### config.mk
export PLATFORM = sky130hd
export DESIGN_NAME = array_west_feeder
export DESIGN_NICKNAME = d
export VERILOG_FILES = /design/src/rtl/array_west_feeder_pkg.sv /design/src/rtl/vec_fifo.sv /design/src/rtl/array_west_feeder.sv
export SDC_FILE = /design/constraint.sdc
export NUM_CORES = 1
export LEC_CHECK = 0
export ABC_AREA = 1
export CORE_MARGIN = 10
export CORE_UTILIZATION = 40
export CTS_BUF_LIST = sky130_fd_sc_hd__clkbuf_4 sky130_fd_sc_hd__clkbuf_8
export DETAILED_ROUTE_END_ITERATION = 8
export GPL_TIMING_DRIVEN = 0
export PLACE_DENSITY_LB_ADDON = 0.08
export SYNTH_ARGS = -nofsm -noshare
export SYNTH_HDL_FRONTEND = slang
export SYNTH_SLANG_ARGS = --single-unit
### constraint.sdc
create_clock -name clk -period 6 [get_ports clk]
set_clock_uncertainty 0.2 [all_clocks]
set_input_delay 0.9 -clock clk [delete_from_list [all_inputs] [get_ports clk]]
set_output_delay 0.9 -clock clk [all_outputs]
set_load 0.1 [all_outputs]
### src/rtl/array_west_feeder_pkg.sv
// Shared encodings for the systolic-array west-edge feeder.
// Holds the per-row instruction codes and the feeder FSM state type.
package array_west_feeder_pkg;

   localparam logic [1:0] INST_IDLE = 2'b00;
   localparam logic [1:0] INST_LOAD = 2'b01;
   localparam logic [1:0] INST_EXEC = 2'b10;

   typedef logic [1:0] state_t;

   localparam state_t ST_IDLE  = 2'd0;
   localparam state_t ST_LOAD  = 2'd1;
   localparam state_t ST_EXEC  = 2'd2;
   localparam state_t ST_DRAIN = 2'd3;

endpackage

### src/rtl/vec_fifo.sv
// Generic single-clock vector FIFO, power-of-two depth.
// Latency: registered read, data valid the cycle after a pop; no write-to-read bypass.
// Backpressure: full flag; a write while full is dropped without any state change.
module vec_fifo #(
   parameter int width = 32,
   parameter int depth = 16
) (
   input  logic             clk,
   input  logic             reset,
   input  logic             wr_en,
   input  logic [width-1:0] wr_data,
   input  logic             rd_en,
   output logic [width-1:0] rd_data,
   output logic             full,
   output logic             empty
);

   localparam int aw = $clog2(depth);
   localparam logic [aw:0] depth_cnt = (aw + 1)'(depth);

   logic [width-1:0] mem [depth];
   logic [aw-1:0]    wr_ptr;
   logic [aw-1:0]    rd_ptr;
   logic [aw:0]      count;
   logic             push;
   logic             pop;

   assign full  = (count == depth_cnt);
   assign empty = (count == '0);
   assign push  = wr_en && !full;
   assign pop   = rd_en && !empty;

   always_ff @(posedge clk) begin
      if (push) mem[wr_ptr] <= wr_data;
   end

   always_ff @(posedge clk or negedge reset) begin
      if (!reset) begin
         wr_ptr  <= '0;
         rd_ptr  <= '0;
         count   <= '0;
         rd_data <= '0;
      end else begin
         if (push) wr_ptr <= wr_ptr + 1'b1;
         if (pop) begin
            rd_ptr  <= rd_ptr + 1'b1;
            rd_data <= mem[rd_ptr];
         end
         case ({push, pop})
            2'b10:   count <= count + 1'b1;
            2'b01:   count <= count - 1'b1;
            default: count <= count;
         endcase
      end
   end

endmodule

### src/rtl/array_west_feeder.sv
// Feeds row vectors from a FIFO to the array west edge as kernel-load or execute beats.
// Latency: one cycle pop-to-row0; rows skewed by r cycles when FEEDER_SKEW_EN is defined.
// Backpressure: cmd_ready only in IDLE; an empty FIFO inserts bubbles; full flags pushes.
module array_west_feeder
   import array_west_feeder_pkg::*;
#(
   parameter int bw    = 4,
   parameter int row   = 8,
   parameter int col   = 8,
   parameter int depth = 16
) (
   input  logic               clk,
   input  logic               reset,
   input  logic               wr_en,
   input  logic [row*bw-1:0]  wr_data,
   output logic               full,
   input  logic               cmd_valid,
   output logic               cmd_ready,
   input  logic               cmd_op,
   input  logic [7:0]         cmd_len,
   output logic [row*bw-1:0]  out_w,
   output logic [row*2-1:0]   inst_out,
   output logic               busy,
   output logic               done
);

`ifdef FEEDER_SKEW_EN
   localparam int drain_cyc = (row > 1) ? row - 1 : 0;
`else
   localparam int drain_cyc = 0;
`endif
   localparam logic [7:0] col_len    = 8'(col);
   localparam logic [7:0] drain_last = 8'(drain_cyc - 1);

   state_t            state;
   logic [7:0]        beat_cnt;
   logic [7:0]        beat_tgt;
   logic [1:0]        inst0;
   logic [row*bw-1:0] fifo_q;
   logic              fifo_empty;
   logic              act_load;
   logic              act_exec;
   logic [7:0]        cur_tgt;
   logic [7:0]        cur_cnt;
   logic              beat;
   logic              last_beat;

   vec_fifo #(.width(row*bw), .depth(depth)) u_fifo (
      .clk     (clk),
      .reset   (reset),
      .wr_en   (wr_en),
      .wr_data (wr_data),
      .rd_en   (beat),
      .rd_data (fifo_q),
      .full    (full),
      .empty   (fifo_empty)
   );

   assign cmd_ready = (state == ST_IDLE);
   assign busy      = (state != ST_IDLE);

   // The accepting cycle already pops, so the first beat leaves one cycle after acceptance.
   always_comb begin
      act_load = 1'b0;
      act_exec = 1'b0;
      cur_tgt  = beat_tgt;
      cur_cnt  = beat_cnt;
      case (state)
         ST_IDLE: begin
            act_load = cmd_valid && !cmd_op;
            act_exec = cmd_valid && cmd_op && (cmd_len != 8'd0);
            cur_tgt  = cmd_op ? cmd_len : col_len;
            cur_cnt  = 8'd0;
         end
         ST_LOAD: act_load = 1'b1;
         ST_EXEC: act_exec = 1'b1;
         default: ;
      endcase
      beat      = (act_load || act_exec) && !fifo_empty;
      last_beat = beat && (cur_cnt + 8'd1 == cur_tgt);
   end

   always_ff @(posedge clk or negedge reset) begin
      if (!reset) begin
         state    <= ST_IDLE;
         beat_cnt <= 8'd0;
         beat_tgt <= 8'd0;
         inst0    <= INST_IDLE;
         done     <= 1'b0;
      end else begin
         done  <= 1'b0;
         inst0 <= beat ? (act_load ? INST_LOAD : INST_EXEC) : INST_IDLE;
         case (state)
            ST_IDLE: begin
               if (cmd_valid) begin
                  beat_tgt <= cur_tgt;
                  beat_cnt <= beat ? 8'd1 : 8'd0;
                  if (cmd_op && (cmd_len == 8'd0)) done <= 1'b1;
                  else state <= cmd_op ? ST_EXEC : ST_LOAD;
               end
            end
            ST_LOAD, ST_EXEC: begin
               if (beat) beat_cnt <= beat_cnt + 8'd1;
            end
            ST_DRAIN: begin
               if (beat_cnt == drain_last) begin
                  state    <= ST_IDLE;
                  done     <= 1'b1;
                  beat_cnt <= 8'd0;
               end else begin
                  beat_cnt <= beat_cnt + 8'd1;
               end
            end
            default: state <= ST_IDLE;
         endcase
         if (last_beat) begin
            beat_cnt <= 8'd0;
            if (drain_cyc == 0) begin
               state <= ST_IDLE;
               done  <= 1'b1;
            end else begin
               state <= ST_DRAIN;
            end
         end
      end
   end

   for (genvar r = 0; r < row; r++) begin : g_row
`ifdef FEEDER_SKEW_EN
      if (r == 0) begin : g_head
         assign out_w[0 +: bw]  = fifo_q[0 +: bw];
         assign inst_out[1:0]   = inst0;
      end else begin : g_skew
         logic [bw-1:0] sd [r];
         logic [1:0]    si [r];
         always_ff @(posedge clk or negedge reset) begin
            if (!reset) begin
               for (int i = 0; i < r; i++) begin
                  sd[i] <= '0;
                  si[i] <= INST_IDLE;
               end
            end else begin
               sd[0] <= fifo_q[r*bw +: bw];
               si[0] <= inst0;
               for (int i = 1; i < r; i++) begin
                  sd[i] <= sd[i-1];
                  si[i] <= si[i-1];
               end
            end
         end
         assign out_w[r*bw +: bw]  = sd[r-1];
         assign inst_out[r*2 +: 2] = si[r-1];
      end
`else
      assign out_w[r*bw +: bw]  = fifo_q[r*bw +: bw];
      assign inst_out[r*2 +: 2] = inst0;
`endif
   end

endmodule

## Word-level counts from Yosys, hierarchy flattened

Memories as Yosys holds them, arrays and structs flattened. A register that Yosys moved wholly into a read port is not among the register bits.
Index checks and enable logic that the tools add are counted.

| word-level totals | value |
|---|---|
| flip-flop bits (word level) | 34 |
| latch bits | 0 |
| bits in writable memories | 512 |
| bits in read-only memories | 0 |
| output and inout bits | 52 |
| memories | 1 |

| cells by class | value |
|---|---|
| $add $sub $neg | 6 |
| multipliers | 0 |
| divide/modulo/power cells | 0 |
| magnitude comparators | 0 |
| eq/ne operators | 12 |
| shifts and indexed selects | 0 |
| multiplexer cells | 27 |
| bitwise gates (word level) | 0 |
| reduce and logical (&&, ||, !) cells | 24 |

Memories:

| memory | depth | width | rd ports | clocked after Yosys merged registers in | write ports | RTL line | RTL |
|---|---|---|---|---|---|---|---|
| u_fifo.mem | 16 | 32 | 1 | 1 | 1 | vec_fifo.sv:21 | `logic [width-1:0] mem [depth];` |

Operators by type and width:

| kind | count |
|---|---|
| $mux W8 | 7 |
| $pmux W8 S3 | 1 |
| $add A8 B1 Y8 const B | 2 |
| $mux W2 | 7 |
| $pmux W5 S2 | 1 |
| $ne A3 B3 Y1 const B | 3 |
| $add A4 B1 Y4 const B | 2 |
| $eq A8 B8 Y1 | 1 |
| $eq A8 B8 Y1 const B | 1 |
| $logic_and A1 B1 Y1 | 8 |
| $logic_not A8 Y1 | 1 |
| $reduce_bool A8 Y1 | 1 |
| $mux W1 | 7 |
| $eq A2 B2 Y1 const B | 3 |
| $pmux W1 S2 | 3 |
| $add A5 B1 Y5 const B | 1 |
| $eq A5 B5 Y1 const B | 1 |
| $logic_not A5 Y1 | 1 |
| $sub A5 B1 Y5 const B | 1 |
| $eq A2 B1 Y1 const B | 2 |
| $logic_not A1 Y1 | 4 |
| $pmux W2 S2 | 1 |
| $reduce_and A2 Y1 | 2 |
| $reduce_and A4 Y1 | 1 |
| 6 further kinds | 7 |

## Logic depth before layout (Yosys ltp)

Gate-level depths: netlist of run 1.

| depth | value |
|---|---|
| depth after elaboration | 9 |
| mapped depth | 23 |
| depth with buffers taken out | 22 |

## Cells and area by module

From an unflattened synthesis of run 1, not the netlist that was laid out.

| unflattened totals | value |
|---|---|
| cell total of the unflattened synthesis | 2,235 |
| area total of the unflattened synthesis | 24,687.4 µm² |

By module, submodules not included:

| module | times used | cells an instance | area each (µm²) | seq. area each (µm²) |
|---|---|---|---|---|
| vec_fifo | 1 | 1,935 | 22,694.3 | 16,500.8 |
| array_west_feeder | 1 | 300 | 1,993.2 | 525.5 |

## Worst setup path before layout of run 1

No wires, ideal clock.

| timing path | value |
|---|---|
| kind | reg2reg |
| start point | register state[0] |
| end point | register u_fifo.count[4] |
| setup time | 0.117 ns |
| arrival | 3.183 ns |
| path slack | 2.500 ns |
| stages on the path, launching flop included | 23 |
| buffers on the path | 1 |
| path through | dfrtp_1 -> inv_1 -> ha_1 -> nand2_1 -> inv_1 -> nand2_1 -> nand2_1 -> nor2_1 -> nand2_2 -> nand2_4 -> inv_2 -> buf_2 -> ha_1 -> xnor2_1 -> inv_1 -> nand2_1 -> nand2_1 -> nand2_1 -> nand2_1 -> nand2_1 -> nand2_1 -> nand2_1 -> nand2_1 |

| between the ends | value |
|---|---|
| cells in the longest elaborated chain, start to end | 7 |
| elaborated cells between the ends (all ways) | 12 |
| classes of those cells | eq/ne (4); mux (3); reduce/logical (5) |

RTL lines:

| element | RTL line | RTL |
|---|---|---|
| start: declaration | array_west_feeder.sv:35 | `state_t state;` |
| start signal: assignment | array_west_feeder.sv:99 | `else state <= cmd_op ? ST_EXEC : ST_LOAD;` |
| $logic_not A2 Y1 * | -- |  |
| net cmd_ready | array_west_feeder.sv:18 | `output logic cmd_ready,` |
| $pmux W1 S2 | array_west_feeder.sv:68 | `case (state)` |
| $logic_or A1 B1 Y1 * | array_west_feeder.sv:79 | `beat = (act_load \|\| act_exec) && !fifo_empty;` |
| $logic_and A1 B1 Y1 * | array_west_feeder.sv:79 |  |
| $logic_and A1 B1 Y1 * | vec_fifo.sv:31 | `assign pop = rd_en && !empty;` |
| $eq A2 B1 Y1 or $eq A2 B2 Y1 (tied branches) | vec_fifo.sv:49 | `case ({push, pop})` |
| $pmux W5 S2 or $reduce_bool A2 Y1 (tied branches) | -- |  |
| end signal: assignment | vec_fifo.sv:50 | `2'b10: count <= count + 1'b1;` |
| end signal: assignment | vec_fifo.sv:51 | `2'b01: count <= count - 1'b1;` |
| end signal: assignment | vec_fifo.sv:52 | `default: count <= count;` |
| end: declaration | vec_fifo.sv:24 | `logic [aw:0] count;` |

Mark *: on every way through the listed nets, which the timed path passes. The rest lies on a longest branch.
A chain may end at the register's enable or synchronous reset.

## Worst setup path in the final report of run 1

| timing path | value |
|---|---|
| start point | register state[0] |
| end point | output port busy |

| between the ends | value |
|---|---|
| cells in the longest elaborated chain, start to end | 1 |

RTL lines:

| element | RTL line | RTL |
|---|---|---|
| $reduce_bool A2 Y1 | array_west_feeder.sv:60 | `assign busy = (state != ST_IDLE);` |
| end: declaration | array_west_feeder.sv:23 | `output logic busy,` |

No other way between the ends.

==> metrics.md, run 1 <==
| Metric | Value |
|---|---|
| Status | completed |
| CTS tree | yes |
| GR Layer Usage met2 | 33.8% |
| Data arrival, critical path | 2.89 ns |
| Die width | 262 um |
| Max-Cap Viols | 0 |
| GRT Residual Overflow | 0 |
| Worst IR Drop VDD | 0.417 mV |
| Setup tns final | 0 ns |
| Area Overhead vs Synth | 19.5% |
| Pwr dens | 563 mW/mm^2 |
| Critical path class | flip-flop to primary output |
| Crit share post-route | 66.4% |
| CP Launch Type | flip-flop |
| Clk pin slew, worst setup/hold paths | 0.06 ns |
| Overall Power | 15.8 mW |
| HPWL Detailed | 48400 um |
| Antenna violations before repair | 4 |
| CTS buffer count | 99 |
| Layout cell share with drive strength beyond 1 | 13.9% |
| Critical-path cell list | inv_1 -> ha_1 -> buf_6 -> inv_4 -> buf_6 -> clkdlybuf4s50_1 |
| Final ANT Viol Nets | 0 |
| Synth Instances | 1875 |
| Critical path destination | busy |
| FF-to-FF Start | state[0] |
| FMAX | 251 MHz |
| Critical path's slowest cell | clkdlybuf4s50_1 |
| #FFs+latches synth | 578 |
| Net count, final | 2150 |
| Most frequent cell on the critical path | buf_6 |
| Most common cell in the netlist | edfxtp_1 |
| Critical path capture point type | primary output |
| Worst-Margin Slew | 1.04 ns |
| Post-synthesis sequential area ratio | 72.5% |
| Drt drc | 0 |
| Clock Latency Late Sink | 0.71 ns |
| Fin. max-slew vios | 0 |
| Worst hold path class | flip-flop to flip-flop |
| Worst path bufs/invs | 5 |
| GRT Total Usage | 21.4% |
| Vias in the first global route | 16106 |
| Synth top cells by count | 512 x edfxtp_1, 372 x nor2_1, 277 x o21ai_0 |
| Largest area contributor in the synthesized netlist | edfxtp_1 |
| Pre-CTS setup slack | 2.06 ns |
| Period minus WS final | 3.99 ns |
| Final Non-Filler Cells | 2943 |
| RSZ-0062 raised after global routing | false |
| CP required | 4.90 ns |
| Die H | 262 um |
| # IOs | 97 |
| Via count | 16491 |
| Clk buf depth | 3 |
| Post-CTS Resized | 0 |
| DP Cell Count | 2753 |
| Row count | 88 |
| Final Hold Viols | 0 |
| GRT busiest layer | met2 |
| Fillers | 5254 |
| Met1 Usage GRT | 29.6% |
| Synth Area per Inst | 12.5 um^2 |
| Initial DRC count | 1809 |
| H-tree levels | 3 |
| Final GP Congestion | 0.831 |
| Final worst setup slack | 2.01 ns |
| CP delay by family, top | buffers and inverters |
| Reg2reg setup slack | 2.62 ns |
| Setup Viol. Count Final | 0 |
| Worst Path Max Fanout | 10 |
| Routed len/inst | 25.8 um |
| CP startpoint | state[0] |
| Netlist cell types | 38 |
| Synth top area share | 65.4% |
| CTS sink cnt | 578 |
| Port Buffers | 96 |
| DR vias/cell | 5.60 |
| WL final | 75900 um |
| Synth area leaders | edfxtp_1 65%, dfrtp_1 7.0%, nor2_1 5.9% |
| Slew HR | 30.1% |
| Mapped Area | 0.0235 mm^2 |
| First-pass GRT wire length | 110000 um |
| Die area | 0.0688 mm^2 |
| Top_reg_cell synth | edfxtp_1 |
| Reg2reg path depth | 22 |
| Async SR Flop Fraction | 11.4% |
| CTS Root Cell | clkbuf_8 |
| Post-synth EDFFs | 512 |
| LEAKAGE | 9.63 nW |
| Synth warn | 0 |
| Fin util | 48.5% |
| Syn Nets | 1935 |
| Crit path depth | 6 |
| Core area | 0.0579 mm^2 |
| GR Util met3 | 4.22% |
| Largest net degree at the start of global routing | 52 |
| 1st-pass router iterations | 6 |
| Reg-to-Reg End | u_fifo.count[4] |
| Critical path's largest stage delay | 1.15 ns |
| Initial core utilization | 40.6% |
## logic make-up (layout without fill, tap and decap cells)
| family | after synthesis | after routing | synth area share [%] |
|---|---|---|---|
| AND/OR/NAND/NOR | 615 | 615 | 10.8 |
| flip-flops | 578 | 578 | 72.5 |
| AO/OA/AOI/OAI | 466 | 466 | 11.8 |
| buffers and inverters | 189 | 489 | 3.70 |
| adder cells (fa/ha/maj) | 15 | 15 | 0.799 |
| XOR/XNOR | 12 | 12 | 0.447 |
| other | 0 | 3 | 0 |
## cells in the final DEF (no fill, tap or decap), drive strengths merged, types with 6 or more instances in the layout
cell             n
xor2             9
clkbuf         224
nand4           16
nand3           80
a21oi            6
dfrtp           66
o221ai          86
clkinv          21
nand2          132
a31oi           32
nor2           379
inv             56
o22ai           43
clkdlybuf4s50   95
o21ai          292
buf             86
ha              15
edfxtp         512
## area by class of cell
class	count	area (um^2)	area share (%)
diodes	3	7.51	0.0267
plain buffers	135	664	2.37
clock buffers	157	1920	6.85
clock inverters	29	226	0.806
inverters	54	205	0.731
multi-input cells	1108	5720	20.4
flip-flops and latches	578	17000	60.6
well taps	765	957	3.41
repair buffers	114	1350	4.82
## power by group
part	switching [mW]	internal (mW)
logic	5.10	1.69
registers	0.252	4.96
clock network	1.65	2.17
## registers in the layout, indices dropped and copies added (netlist names)
signal / flops
u_fifo.count: 5
beat_tgt: 8
done: 1
state: 2
beat_cnt: 8
u_fifo.rd_ptr: 4
u_fifo.rd_data: 32
u_fifo.mem: 512
inst0: 2
u_fifo.wr_ptr: 4
## how the worst min path moves through the flow
| stage | start | endpoint | slack [ns] | cells after the start |
|---|---|---|---|---|
| CTS | beat_tgt[2] | beat_tgt[2] | 0.29 | 2 |
| finish | beat_tgt[5] | beat_tgt[5] | 0.29 | 2 |
| floorplan | beat_tgt[3] | beat_tgt[3] | 0.24 | 2 |
| global placement | beat_tgt[3] | beat_tgt[3] | 0.27 | 2 |
| detailed placement | beat_tgt[6] | beat_tgt[6] | 0.28 | 2 |
| global route | beat_tgt[6] | beat_tgt[6] | 0.33 | 2 |
## per-stage QoR
stage / hold WS [ns] / instance area (um^2)
after floorplan: 0.245 / 23500
after global placement: 0.268 / 25400
after detailed placement: 0.278 / 25900
after CTS: 0.293 / 28100
after global routing: 0.329 / 28100
final: 0.293 / 28100
## repair_timing
item / in CTS / in global routing
buffers inserted: 0 / 0
hold buffers: 1 / 0
endpoints found under the hold margin: 15 / 0
## layer usage
layer / share of wire (%) / wire length [um]
met5: 0 / 0
met4: 2.2 / 1640
met3: 7.2 / 5430
met2: 46 / 35200
met1: 44 / 33700
## worst min-delay path, cell delays in order, from the launching register on
cell	delay, ns
dfrtp_1	0.35
nand2_1	0.05
o21ai_0	0.06
Note: power is estimated with default switching activity, not from simulation.
==> inputs of run 2 (changes only) <==
==> constraint.sdc (replaced) <==
create_clock -name clk -period 3.9 [get_ports clk]
set_clock_uncertainty 0.2 [all_clocks]
set_input_delay 0.585 -clock clk [delete_from_list [all_inputs] [get_ports clk]]
set_output_delay 0.585 -clock clk [all_outputs]
set_load 0.1 [all_outputs]
==> results of run 2 <==
Same layout as run 1 (identical final DEF). Status: completed.
Main changes from that run: setup slack after placement 2.06 ns -> 0.278 ns; clock-pin slew on the worst setup and hold paths 0.06 ns -> 0.07 ns; setup slack after layout 2.01 ns -> 0.228 ns; hold slack 0.293 ns -> 0.166 ns; register-to-register setup slack 2.62 ns -> 0.52 ns; total power 15.8 mW -> 24.3 mW; worst IR drop on VDD 0.417 mV -> 0.641 mV
==> inputs of run 3 (changes only) <==
--- a/config.mk
+++ b/config.mk
@@ -12,6 +12,7 @@
 export DETAILED_ROUTE_END_ITERATION = 8
 export GPL_TIMING_DRIVEN = 0
 export PLACE_DENSITY_LB_ADDON = 0.08
+export SKIP_CTS_REPAIR_TIMING = 1
 export SYNTH_ARGS = -nofsm -noshare
 export SYNTH_HDL_FRONTEND = slang
 export SYNTH_SLANG_ARGS = --single-unit
==> results of run 3 <==
Same layout as run 1 (identical final DEF). Status: completed.
Main changes from that run: setup slack after placement 2.06 ns -> 0.278 ns; clock-pin slew on the worst setup and hold paths 0.06 ns -> 0.07 ns; via count of the first global-routing pass 16106 -> 16103; setup slack after layout 2.01 ns -> 0.228 ns; hold slack 0.293 ns -> 0.166 ns; register-to-register setup slack 2.62 ns -> 0.52 ns; total power 15.8 mW -> 24.3 mW; worst IR drop on VDD 0.417 mV -> 0.641 mV
